File: config.mk
export PLATFORM = sky130hd
export DESIGN_NAME = jpeg_bit_packer
export DESIGN_NICKNAME = d
export VERILOG_FILES = /design/src/rtl/jpeg_bit_packer.sv
export SDC_FILE = /design/constraint.sdc
export NUM_CORES = 1
export LEC_CHECK = 0
export BUFFER_PORTS_ARGS = -buffer_cell sky130_fd_sc_hd__buf_2
export CAP_MARGIN = 20
export CORE_MARGIN = 3
export CORE_UTILIZATION = 45
export CTS_BUF_LIST = sky130_fd_sc_hd__clkbuf_16
export DETAILED_ROUTE_END_ITERATION = 7
export RECOVER_POWER = 50
export SLEW_MARGIN = 20
export SYNTH_ARGS = -nofsm -noshare
export SYNTH_HDL_FRONTEND = slang
export SYNTH_SLANG_ARGS = --single-unit
File: constraint.sdc
create_clock -name clk_in -period 5.51 [get_ports clk_in]
set_clock_uncertainty 0.2 [all_clocks]
set_input_delay 1.102 -clock clk_in [delete_from_list [all_inputs] [get_ports clk_in]]
set_output_delay 1.102 -clock clk_in [all_outputs]
set_load 0.1 [all_outputs]
File: src/rtl/jpeg_bit_packer.sv
// Bit packer: concatenates right-aligned Huffman codes MSB-first into bytes with a valid/ready output.
// Optional JPEG 0xFF->0xFF,0x00 byte stuffing enabled by defining JPEG_BYTE_STUFF_EN.
module jpeg_bit_packer #(
    parameter int ACC_W = 32,
    parameter int CNT_W = 16
) (
    input  logic             clk_in,
    input  logic             rst_n_in,
    input  logic             code_valid_in,
    output logic             code_ready_out,
    input  logic [15:0]      code_in,
    input  logic [4:0]       code_len_in,
    input  logic             flush_in,
    output logic             byte_valid_out,
    input  logic             byte_ready_in,
    output logic [7:0]       byte_out,
    output logic [CNT_W-1:0] byte_count_out,
    output logic             busy_out,
    output logic             done_out
);

    localparam int BW = $clog2(ACC_W + 1);

    typedef enum logic [1:0] {
        ST_RUN,
        ST_FLUSH,
        ST_DONE
    } state_t;

    state_t            state;
    state_t            state_next;

    logic [ACC_W-1:0]  acc;
    logic [ACC_W-1:0]  acc_x;
    logic [ACC_W-1:0]  acc_next;
    logic [BW-1:0]     bit_cnt;
    logic [BW-1:0]     cnt_x;
    logic [BW-1:0]     bit_cnt_next;
    logic [7:0]        byte_reg;
    logic [7:0]        byte_next;
    logic              byte_valid;
    logic              byte_valid_next;
    logic [CNT_W-1:0]  byte_count;

    logic              out_free;
    logic              accept;
    logic [4:0]        len;
    logic [15:0]       code_mask;
    logic [15:0]       masked;
    logic [BW:0]       shamt;
    logic              stuff_now;
    logic              stuff_next;

`ifdef JPEG_BYTE_STUFF_EN
    logic              stuff_pend;
    assign stuff_now = stuff_pend;
`else
    assign stuff_now = 1'b0;
`endif

    assign code_ready_out = (state == ST_RUN) && (bit_cnt <= BW'(ACC_W - 16));
    assign byte_valid_out = byte_valid;
    assign byte_out       = byte_reg;
    assign byte_count_out = byte_count;
    assign busy_out       = (state == ST_FLUSH);
    assign done_out       = (state == ST_DONE);

    always_comb begin
        out_free        = !byte_valid || byte_ready_in;
        accept          = code_valid_in && code_ready_out;
        len             = (code_len_in > 5'd16) ? 5'd16 : code_len_in;
        code_mask       = 16'hFFFF >> (5'd16 - len);
        masked          = code_in & code_mask;

        acc_x           = acc;
        cnt_x           = bit_cnt;
        byte_next       = byte_reg;
        byte_valid_next = byte_valid && !byte_ready_in;
        stuff_next      = stuff_now;

        if (out_free && stuff_now) begin
            byte_next       = 8'h00;
            byte_valid_next = 1'b1;
            stuff_next      = 1'b0;
        end else if (out_free && (bit_cnt >= BW'(8))) begin
            byte_next       = acc[ACC_W-1 -: 8];
            byte_valid_next = 1'b1;
            acc_x           = acc << 8;
            cnt_x           = bit_cnt - BW'(8);
`ifdef JPEG_BYTE_STUFF_EN
            stuff_next      = (acc[ACC_W-1 -: 8] == 8'hFF);
`endif
        end

        // New code lands directly below whatever survives this cycle's extraction.
        shamt        = (BW+1)'(ACC_W) - (BW+1)'(cnt_x) - (BW+1)'(len);
        acc_next     = acc_x;
        bit_cnt_next = cnt_x;
        if (accept) begin
            acc_next     = acc_x | (ACC_W'(masked) << shamt);
            bit_cnt_next = cnt_x + BW'(len);
        end

        // Padding is applied once the partial byte has reached the top of the
        // accumulator; the emitted stream is the same as padding it in place.
        if ((state == ST_FLUSH) && (cnt_x != '0) && (cnt_x < BW'(8))) begin
            acc_next     = acc_x | (({ACC_W{1'b1}} >> cnt_x) & ~({ACC_W{1'b1}} >> 8));
            bit_cnt_next = BW'(8);
        end
    end

    always_comb begin
        state_next = state;
        case (state)
            ST_RUN:   if (flush_in) state_next = ST_FLUSH;
            ST_FLUSH: if ((bit_cnt == '0) && !stuff_now && !byte_valid) state_next = ST_DONE;
            ST_DONE:  state_next = ST_RUN;
            default:  state_next = ST_RUN;
        endcase
    end

    always_ff @(posedge clk_in) begin
        if (!rst_n_in) state <= ST_RUN;
        else           state <= state_next;
    end

    always_ff @(posedge clk_in) begin
        if (!rst_n_in) begin
            acc        <= '0;
            bit_cnt    <= '0;
            byte_reg   <= '0;
            byte_valid <= 1'b0;
            byte_count <= '0;
        end else begin
            acc        <= acc_next;
            bit_cnt    <= bit_cnt_next;
            byte_reg   <= byte_next;
            byte_valid <= byte_valid_next;
            if (byte_valid && byte_ready_in) byte_count <= byte_count + 1'b1;
        end
    end

`ifdef JPEG_BYTE_STUFF_EN
    always_ff @(posedge clk_in) begin
        if (!rst_n_in) stuff_pend <= 1'b0;
        else           stuff_pend <= stuff_next;
    end
`else
    logic unused_stuff;
    assign unused_stuff = stuff_next;
`endif

endmodule

Word level (Yosys, flattened, before mapping):

Index checks and enable logic that the tools add are counted.

* $add $sub $neg: 6
* multipliers: 0
* div/mod/pow operators: 0
* order comparisons: 4
* equality and inequality tests: 4
* shift-type cells: 3
* multiplexer cells: 11
* bitwise logic cells: 4
* reduce and logical (&&, ||, !) cells: 16

Operator list (number)
* 2-to-1 mux 32 bit: 3
* OR 32 bit: 2
* << shifter 16 x 7 -> 32 bit: 1
* >> shifter 32 x 6 -> 32 bit, first input constant: 1
* adder 16 x 1 -> 16 bit, second input constant: 1
* bitwise AND 16 bit: 1
* >> shifter 16 x 5 -> 16 bit, first input constant: 1
* 2-to-1 mux 6 bit: 2
* logical AND 1 bit: 8
* subtractor 6 x 6 -> 7 bit, first input constant: 1
* subtractor 7 x 5 -> 7 bit: 1
* adder 6 x 5 -> 6 bit: 1
* greater-or-equal comparator 6 x 4 -> 1 bit, second input constant: 1
* less-or-equal comparator 6 x 5 -> 1 bit, second input constant: 1
* logical NOT 6 bit: 1
* < comparator 6 x 4 -> 1 bit, second input constant: 1
* nonzero test 6 bit: 1
* subtractor 6 x 4 -> 6 bit, second input constant: 1
* greater-than comparator 5 bit, second input constant: 1
* 2-to-1 mux 5 bit: 1
* subtractor 5 bit, first input constant: 1
* 2-to-1 mux 2 bit: 2
* 2-to-1 mux 4 bit: 1
* case mux 2 bit (2 select lines): 1
* 11 further kinds: 12

* flip-flop bits (word level): 65
* latch bits: 0
* RAM bits: 0
* memory bits (read-only): 0
* input port bits: 26
* output and inout port bits: 28
* word-level logic and storage cells: 55
* memories kept: 0

Logic depth before layout (Yosys ltp):

Gate-level depths: netlist of the first run.

* depth after elaboration: 10
* mapped depth: 15
* depth with buffers taken out: 14

Worst setup path after synthesis of the first run:

No wires, ideal clock.

* kind: input-to-reg
* start point: input byte_ready_in
* end point: register acc[26]
* library setup time: 101 ps
* arrival: 4176 ps
* required time: 5209 ps
* slack: 1033 ps
* stages: 12
* path buffers: 1
* path through: nand2b_1 clkbuf_1 nor2_1 a211oi_1 ha_1 ha_1 o21ai_0 a221oi_1 nand2_1 nor3_1 a2111oi_0 o41ai_1

* cells in the longest elaborated chain, start to end: 9

RTL lines
* start, declared: line 15 `input logic byte_ready_in,`
* logical OR 1 bit (*): line 69 `out_free = !byte_valid || byte_ready_in;`
* logical AND 1 bit (*): line 85 `end else if (out_free && (bit_cnt >= BW'(8))) begin`
* 2-to-1 mux 6 bit: line 85
* subtractor 6 x 6 -> 7 bit: line 96 `shamt = (BW+1)'(ACC_W) - (BW+1)'(cnt_x) - (BW+1)'(len);`
* subtractor 7 x 5 -> 7 bit: line 96
* << shifter 16 x 7 -> 32 bit: line 100 `acc_next = acc_x | (ACC_W'(masked) << shamt);`
* OR 32 bit: line 100
* 2-to-1 mux 32 bit: line 99 `if (accept) begin`
* 2-to-1 mux 32 bit (*): line 106 `if ((state == ST_FLUSH) && (cnt_x != '0) && (cnt_x < BW'(8))) begin`
* end signal, assigned: line 135 `acc <= acc_next;`
* end, declared: line 33 `logic [ACC_W-1:0] acc;`

Every way passes the cells marked *; elsewhere a longest branch is shown, timed or not.
A chain may end at the register's enable or synchronous reset.

Final worst setup path of the first run:

* start point: input byte_ready_in
* end point: register acc[27]

The elaborated chain is that of the path after synthesis.

==> run metrics, run 1 <==
top post-synthesis cells by area=dfxtp_1, nand2_1, nor2_1; Post-synth EDFFs=0; Most used DFF post-synth=dfxtp_1; part of the power in registers=0.152; sink count of the clock tree=65; Layout fillers=1068; total gr overflow=0; Post-Syn Instances=roughly 640; Max Cap Viol=0; largest net degree at the start of global routing=37; WHS=0.2493 ns; Max Freq=roughly 0.21 GHz; leading cell type in the layout, fill and taps excluded=nand2_1; CTS tree=yes; Pint=between 1.5 and 2 mW; Die Ht=110.2 um; Pins Over Slew Limit=0; Initial Util=0.4672; Synth Cell Area=0.004888 mm^2; CTS Buf Count=9; PD cells=743.3 mW/mm^2; final RePlAce weighted congestion=between 1 and 1.5; Worst Setup End Kind=flip-flop; area of the core=0.01046 mm^2; required time worst endpoint=around 5.5 ns; Mapped Avg Cell Area=approximately 7.7 um^2; met3 Usage GRT=0.04310; met2 Use GR=0.4341; async set or reset register ratio after synthesis=0; share of layout cells above drive strength 1=0.1208; area added between synthesis and finish=14.31%; post-synth top area share=0.2662; Post-CTS Hold Fix Bufs=0; Logic pwr share=0.702; unrepaired setup endpoints after global routing=no; Lkg Pwr=between 2 and 2.5 nW; switching fraction of total power=0.5332; setup ws final=slightly above 0.8 ns; die footprint=between 0.01 and 0.015 mm^2; final hold vios=0; Tcrit/Tclk final=0.8491; initial DRC count=slightly above 400; Startpoint Class=input pin; vias in the first global route=around 4.8k; post-place setup slack=about 0.56 ns; clk slew on worst S/H paths=approximately 0.050 ns; initial antenna violation count=0; first-pass GRT wire length=~26000 um; final non-filler cell total=823; worst slew pin tran=~1.2 ns; I/O pin count=54; Via density=around 6.2; commonest cells after routing, fill and taps aside=nand2_1, nor2_1, dfxtp_1; 1st-pass router iterations=5; Post-CTS Setup Bufs=0; Setup-failing EPs final=0; CP Data Arrival Time=approximately 4.7 ns; DR WL/cell=~20 um; Seq cells post-synth=between 60 and 70; Post-CTS Resized=0; status=completed; Final ANT Viol Nets=0; GRT busiest layer=met2; critical path peak fanout=8; # diodes=0; Placed Cells=roughly 810; M1 GR Usage=0.3788; Final min period=about 4.7 ns; Syn. warnings=0; # nets final=730; DR vias=slightly above 5k; number of H-tree levels=3; post-synth cell types=79; cell taking the most area after synthesis=dfxtp_1; # rows=37; Longest Clk Path Bufs=2; peak supply drop=around 0.47 mV; Routed WL=roughly 16000 um; P_sw=about 2.2 mW; DRC viols=0; setup TNS=0 ns; clock group share of total power=0.146; later-pin clock latency in the skew report=between 0.3 and 0.4 ns; Total Power=approximately 4.2 mW; All-Layer GR Usage=0.2774; syn nets=~700; detailed-placement wirelength estimate=around 12000 um; register area share after synthesis=0.2662; Tightest Hold Check Type=reg2reg; Root Buffer=clkbuf_16; critical path class=in2reg; Die Span X=~110 um; input/output buffers=between 50 and 60; Rel. slew slack=0.2160
==> power by group through the flow <==
stage	combinational (mW)	sequential [mW]	clock [mW]
final	2.91	0.632	0.607
after global routing	3.16	0.642	0.634
after CTS	2.87	0.630	0.613
after detailed placement	2.86	0.639	0
after global placement	2.88	0.639	0
after floorplan	1.97	0.718	0
==> worst paths after layout <==
check / cells past startpoint / slack [ns] / endpoint / from
worst max-delay path: 12 / 0.83 / acc[27] / byte_ready_in
worst min-delay path: 2 / 0.25 / byte_out[0] / acc[24]
worst max register to register: 12 / 1.11 / acc[27] / flip-flop
worst min register to register: 2 / 0.25 / byte_out[0] / acc[24]
==> stage by stage <==
step / util / instance area, um^2
2_1_floorplan: - / 4888
3_3_place_gp: 0.5075 / 5310
3_5_place_dp: 0.5075 / 5310
4_1_cts: 0.5374 / 5623
5_1_grt: 0.5341 / 5588
6_report: 0.5341 / 5588
==> synthesized netlist by cell type (7+ instances only) <==
cell and instances:
nand2_1 83, nor2_1 69, dfxtp_1 65, a21oi_1 40
o21ai_0 23, clkbuf_1 22, ha_1 20, inv_1 20
nand3_1 19, nor3_1 16, mux2i_1 15, xor2_1 15
xnor2_1 13, a31oi_1 12, o22ai_1 12, buf_1 9
nand4_1 9, nor2b_1 9, o211ai_1 9, a21o_1 8
and2_1 8, o31ai_1 8, or3_1 8, a211oi_1 7
a22oi_1 7, and3_1 7
==> sequential cells by signal (all words and copies together) (netlist names), named ones only <==
register	count
state	2
byte_count_out	16
byte_valid_out	1
acc	32
bit_cnt	3
byte_out	8
==> metal layers <==
layer	share of wire	wire length (um)
met5	0	0
met4	0.034	558
met3	0.083	1343
met2	0.44	7193
met1	0.44	7122
==> critical path, cell delays in order <==
cell and delay [ns]:
buf_2 0.10, nand2b_1 0.24, a211oi_1 0.56, ha_1 0.37, ha_1 0.39, o21ai_0 0.11, a221oi_1 0.51, nand2_1 0.32
nor2_1 0.31, o211a_1 0.25, nor3_1 0.07, a2111oi_2 0.36
==> logic make-up after synthesis <==
group                    share of synthesized area
buffers and inverters                      0.05017
XOR/XNOR                                   0.05017
multiplexers                               0.06066
AO/OA/AOI/OAI                               0.2616
AND/OR/NAND/NOR                             0.2519
adder cells (fa/ha/maj)                    0.05938
flip-flops                                  0.2662
==> layout make-up <==
cell class                 instances  area, um^2  area share
clock inverter                     7       87.58     0.01567
tap                              136       170.2     0.03045
timing repair buffer              71       365.4     0.06538
multi-input combinational        510        3344      0.5985
inverter                          25       93.84     0.01679
clock buffer                       9       225.2     0.04030
sequential                        65        1301      0.2329
Power figures use the tool's default switching activity.
==> inputs of run 2 (changes only) <==
--- a/config.mk
+++ b/config.mk
@@ -5,12 +5,14 @@
 export SDC_FILE = /design/constraint.sdc
 export NUM_CORES = 1
 export LEC_CHECK = 0
+export ABC_AREA = 1
 export BUFFER_PORTS_ARGS = -buffer_cell sky130_fd_sc_hd__buf_2
 export CAP_MARGIN = 20
 export CORE_MARGIN = 3
 export CORE_UTILIZATION = 45
 export CTS_BUF_LIST = sky130_fd_sc_hd__clkbuf_16
 export DETAILED_ROUTE_END_ITERATION = 7
+export PLACE_DENSITY = 0.66
 export RECOVER_POWER = 50
 export SLEW_MARGIN = 20
 export SYNTH_ARGS = -nofsm -noshare
==> constraint.sdc (replaced) <==
create_clock -name clk_in -period 4.2 [get_ports clk_in]
set_clock_uncertainty 0.2 [all_clocks]
set_input_delay 0.84 -clock clk_in [delete_from_list [all_inputs] [get_ports clk_in]]
set_output_delay 0.84 -clock clk_in [all_outputs]
set_load 0.1 [all_outputs]
==> run metrics, run 2 <==
setup ws final=0.2625 ns; unrepaired setup endpoints after global routing=no; Worst Setup End Kind=flip-flop; top post-synthesis cells by area=dfxtp_1, nand2_1, nand3_1; post-place setup slack=-0.04179 ns; 1st-pass router iterations=5; Rel. slew slack=0.1709; Multi-input gate area=0.003105 mm^2; Setup-failing EPs final=0; WHS=approximately 0.26 ns; Initial Util=0.4670; most frequent cell after synthesis=nand2_1; Pins Over Slew Limit=0; # rows=37; DR vias=5032; Final min period=between 3 and 4 ns; Mapped Avg Cell Area=approximately 6.5 um^2; critical path peak fanout=13; Startpoint Class=input pin; # nets final=about 850; required time worst endpoint=4.26 ns; Syn. warnings=0; area added between synthesis and finish=14.71%; async set or reset register ratio after synthesis=0; first-pass GRT wire length=between 20000 and 25000 um; All-Layer GR Usage=0.2269; share of layout cells above drive strength 1=0.1494; Max Cap Viol=0; cell taking the most area after synthesis=dfxtp_1; initial antenna violation count=0; total gr overflow=0; worst slew pin tran=around 1.2 ns; post-synthesis xor/xnor area fraction=0.01569; area of the core=0.01042 mm^2; input/output buffers=53; Synth Cell Area=a little under 0.005 mm^2; largest net degree at the start of global routing=just under 50; later-pin clock latency in the skew report=0.33 ns; Die Ht=~110 um; Post-CTS Resized=0; Synth top cells by count=nand2_1, nand3_1, inv_1; vias in the first global route=just under 5k; Post-Syn Instances=750; initial DRC count=around 400; Post-CTS Hold Fix Bufs=0; Die Span X=110.0 um; DRC viols=0; post-synth cell types=47; Placed Cells=923; mux contribution to synthesized area=0.01440; Simple-Gate Fraction of Synth Area=0.4174; post-synth top area share=0.2675; syn nets=roughly 800; final RePlAce weighted congestion=~0.9; critical path class=in2reg; die footprint=about 0.012 mm^2; I/O pin count=54; largest register by flop count=acc; Longest Clk Path Bufs=2; DR WL/cell=approximately 14 um; Adder-Cell Fraction of Synth Area=0.05967; max reg flops=32; final non-filler cell total=around 940; Root Buffer=clkbuf_16; status=completed; sink count of the clock tree=65; register area share after synthesis=0.2675; Post-CTS Setup Bufs=0; Compound-Gate Fraction of Synth Area=0.1312; leading cell type in the layout, fill and taps excluded=nand2_1; CTS tree=yes; Tightest Hold Check Type=reg2reg; Via density=approximately 5.4; Tcrit/Tclk final=0.9375; clk slew on worst S/H paths=around 0.050 ns; final hold vios=0; largest family of logic cells by synthesized area=simple AND/OR/NAND/NOR gates; setup TNS=0 ns; FF/Latch Area=between 0.001 and 0.0015 mm^2; commonest cells after routing, fill and taps aside=nand2_1, nand3_1, inv_1; Max Freq=0.2540 GHz; Most used DFF post-synth=dfxtp_1; # diodes=0; Routed WL=~13000 um; Final ANT Viol Nets=0; Post-synth EDFFs=0; reg2reg setup slack=between 0.3 and 0.4 ns; Seq cells post-synth=65; Layout fillers=approximately 1.1k; number of H-tree levels=3; CP Data Arrival Time=between 3 and 4 ns; CTS Buf Count=9; detailed-placement wirelength estimate=~10000 um
run 2: changes by cell type after synthesis, moves of 10 or more:
cell,delta
nand2_1,+105
nand3_1,+84
inv_1,+52
nand4_1,+15
nor2_1,-15
o21ai_1,+15
o21ai_0,+13
nor3_1,-12
o22ai_1,-12
xor2_1,-12
xnor2_1,-11
a31oi_1,-10
run 2: layer usage:
| layer | wire length (um) | track usage | vias up | part of all wire |
|---|---|---|---|---|
| li1 | - | - | 2578 | - |
| met1 | 6033 | 0.2989 | 2319 | 0.47 |
| met2 | 6121 | 0.3826 | 113 | 0.47 |
| met3 | 569 | 0.03902 | 22 | 0.044 |
| met5 | 0 | 0 | - | 0 |
| met4 | 232 | 0.06144 | 0 | 0.018 |
run 2: cell families (layout without fill, tap and decap cells):
kind of cell | after synthesis | after routing
xor gates and xnor gates | 7 | 7
buffers and inverters | 114 | 167
AOI/OAI and AO/OA | 115 | 115
DFF | 65 | 65
adders and majority gates | 22 | 22
and+or+nand+nor | 420 | 420
muxes | 7 | 7
run 2: metrics by stage:
step,cell area (um^2),utilization
detailed placement,5270,0.5059
CTS,5620,0.5396
global placement,5270,0.5059
global route,5580,0.5357
floorplan,4865,-
finish,5580,0.5357
run 2: cell type report:
cell class / instances / share of cell area
inverters: 84 / 0.05650
well taps: 136 / 0.03049
clock buffers: 9 / 0.04036
flip-flops and latches: 65 / 0.2332
clock inverters: 7 / 0.02242
multi-input cells: 571 / 0.5565
repair buffers: 67 / 0.06054
run 2: final timing paths:
path / startpoint / to / cells past startpoint
max reg2reg: bit_cnt[3] / acc[19] / 22
max: code_len_in[2] / acc[19] / 21
min reg2reg: acc[1] / acc[1] / 2
min: acc[1] / acc[1] / 2
run 2: critical path, cell delays in order:
cell,delay [ns]
buf_2,0.14
nor2_2,0.13
nand2_2,0.09
nand2_4,0.09
inv_1,0.06
nor2_1,0.22
ha_1,0.31
ha_1,0.35
nand2_1,0.06
nand2_1,0.07
a21oi_1,0.08
buf_4,0.15
a21oi_4,0.31
nand4_1,0.19
nand3_1,0.17
nand3_1,0.10
nor2_1,0.16
nor2_1,0.07
nor2_1,0.16
nand2_1,0.08
a21oi_1,0.11
Power of run 2 is not shown: default switching activity piles up to over one toggle a cycle in this logic, so the estimate is an artifact.
==> inputs of run 3 (changes only) <==
--- a/config.mk
+++ b/config.mk
@@ -9,10 +9,10 @@
 export BUFFER_PORTS_ARGS = -buffer_cell sky130_fd_sc_hd__buf_2
 export CAP_MARGIN = 20
 export CORE_MARGIN = 3
-export CORE_UTILIZATION = 45
+export CORE_UTILIZATION = 54
 export CTS_BUF_LIST = sky130_fd_sc_hd__clkbuf_16
 export DETAILED_ROUTE_END_ITERATION = 7
-export PLACE_DENSITY = 0.66
+export PLACE_DENSITY = 0.77
 export RECOVER_POWER = 50
 export SLEW_MARGIN = 20
 export SYNTH_ARGS = -nofsm -noshare
==> run metrics, run 3 (same netlist as run 2, synthesis figures left out) <==
status=finished with violations; failing checks=capacitance limit, slew limit; Die Ht=roughly 100 um; CTS Buf Count=9; DR vias=between 5k and 6k; # rows=33; DR WL/cell=about 14 um; sink count of the clock tree=65; worst slew pin tran=2.039 ns; Tightest Hold Check Type=reg2reg; All-Layer GR Usage=0.2627; total gr overflow=0; first-pass GRT wire length=21910 um; Startpoint Class=input pin; leading cell type in the layout, fill and taps excluded=nand2_1; initial antenna violation count=0; initial DRC count=roughly 330; detailed-placement wirelength estimate=just under 10000 um; worst-path cell chain=buf_2 > nor2_1 > inv_1 > nand2_4 > inv_2 > nand2_1 > o21ai_0 > ha_1 > ha_1 > nand2_1 > nand2_1 > a21oi_1 > buf_4 > a21oi_4 > nand4_1 > nand3_1 > nand3_1 > nand2_1 > nand2_1 > nand2_1 > nand2_1 > a21oi_2; unrepaired setup endpoints after global routing=no; Root Buffer=clkbuf_16; required time worst endpoint=about 4.2 ns; Max Freq=between 0.2 and 0.3 GHz; Final ANT Viol Nets=0; Post-CTS Setup Bufs=0; critical path class=in2reg; Setup-failing EPs final=0; Final min period=about 3.8 ns; largest net degree at the start of global routing=49; commonest cells after routing, fill and taps aside=nand2_1, nand3_1, inv_1; input/output buffers=53; die footprint=0.01018 mm^2; CP most frequent cell=nand2_1; number of H-tree levels=3; 1st-pass router iterations=5; CP max stage cell=ha_1; reg2reg setup slack=~0.41 ns; share of layout cells above drive strength 1=0.1455; area of the core=between 0.008 and 0.009 mm^2; max reg flops=32; Pins Over Slew Limit=a little under 50; final hold vios=0; area added between synthesis and finish=13.07%; setup TNS=0 ns; Worst Setup End Kind=flip-flop; Die Span X=about 100 um; later-pin clock latency in the skew report=0.33 ns; Via density=around 5.5; Routed WL=~13000 um; final RePlAce weighted congestion=0.9593; Worst path max stage delay=roughly 0.35 ns; Post-CTS Hold Fix Bufs=0; CP Data Arrival Time=a little under 4 ns; critical path peak fanout=13; CTS tree=yes; Initial Util=0.5747; Layout fillers=a little under 800; Post-CTS Resized=0; Max Cap Viol=1; I/O pin count=54; Rel. slew slack=-0.3594; # nets final=about 850; vias in the first global route=between 4k and 5k; largest register by flop count=acc; clk slew on worst S/H paths=approximately 0.060 ns; # diodes=0; Longest Clk Path Bufs=2; Tcrit/Tclk final=0.9135; DRC viols=0
## run 3: changes by cell type in the layout (fill, tap and decap cells not counted)
cell,before,now
clkinv_2,0,1
clkinv_4,2,3
buf_4,13,14
inv_2,11,10
inv_6,2,0
clkinvlp_4,0,1
inv_8,0,1
buf_2,30,27
clkbuf_1,24,27
inv_1,72,73
bufinv_16,3,1
## run 3: area by class of cell
type / count / area [um^2] / share of cell area
inverters: 84 / 315.3 / 0.05732
flip-flops and latches: 65 / 1301 / 0.2366
clock inverters: 7 / 80.08 / 0.01456
clock buffers: 9 / 225.2 / 0.04095
well taps: 105 / 131.4 / 0.02389
repair buffers: 68 / 341.6 / 0.06210
multi-input cells: 571 / 3105 / 0.5646
## run 3: metal layers
layer	vias up	wire length [um]	GRT usage
li1	2576	-	-
met1	2280	5793	0.3554
met2	165	6097	0.4370
met3	21	804	0.04429
met4	0	158	0.06237
met5	-	0	0
## run 3: path summary, 6_finish.rpt
check,end,cells after the start,start
max,acc[22],22,byte_ready_in
min,acc[7],2,acc[7]
max reg2reg,acc[22],22,bit_cnt[3]
min reg2reg,acc[7],2,acc[7]
## run 3: through the flow
step	setup slack [ns]	hold WS, ns	cell area, um^2	std cells	util
floorplan	0.1951	0.2297	4865	750	-
global placement	0.1854	0.2459	5239	893	0.6189
detailed placement	0.09780	0.2506	5239	893	0.6189
CTS	0.4178	0.2651	5544	909	0.6550
global route	0.05636	0.2926	5500	909	0.6498
finish	0.3633	0.2654	5500	909	0.6498
## run 3: critical path: cells and delay by family
family / cells / cell delay (ns)
and+or+nand+nor: 12 / 1.28
adders and majority gates: 2 / 0.70
buffers and inverters: 4 / 0.41
AOI/OAI and AO/OA: 4 / 0.64
Power of run 3 is left out for the same reason.
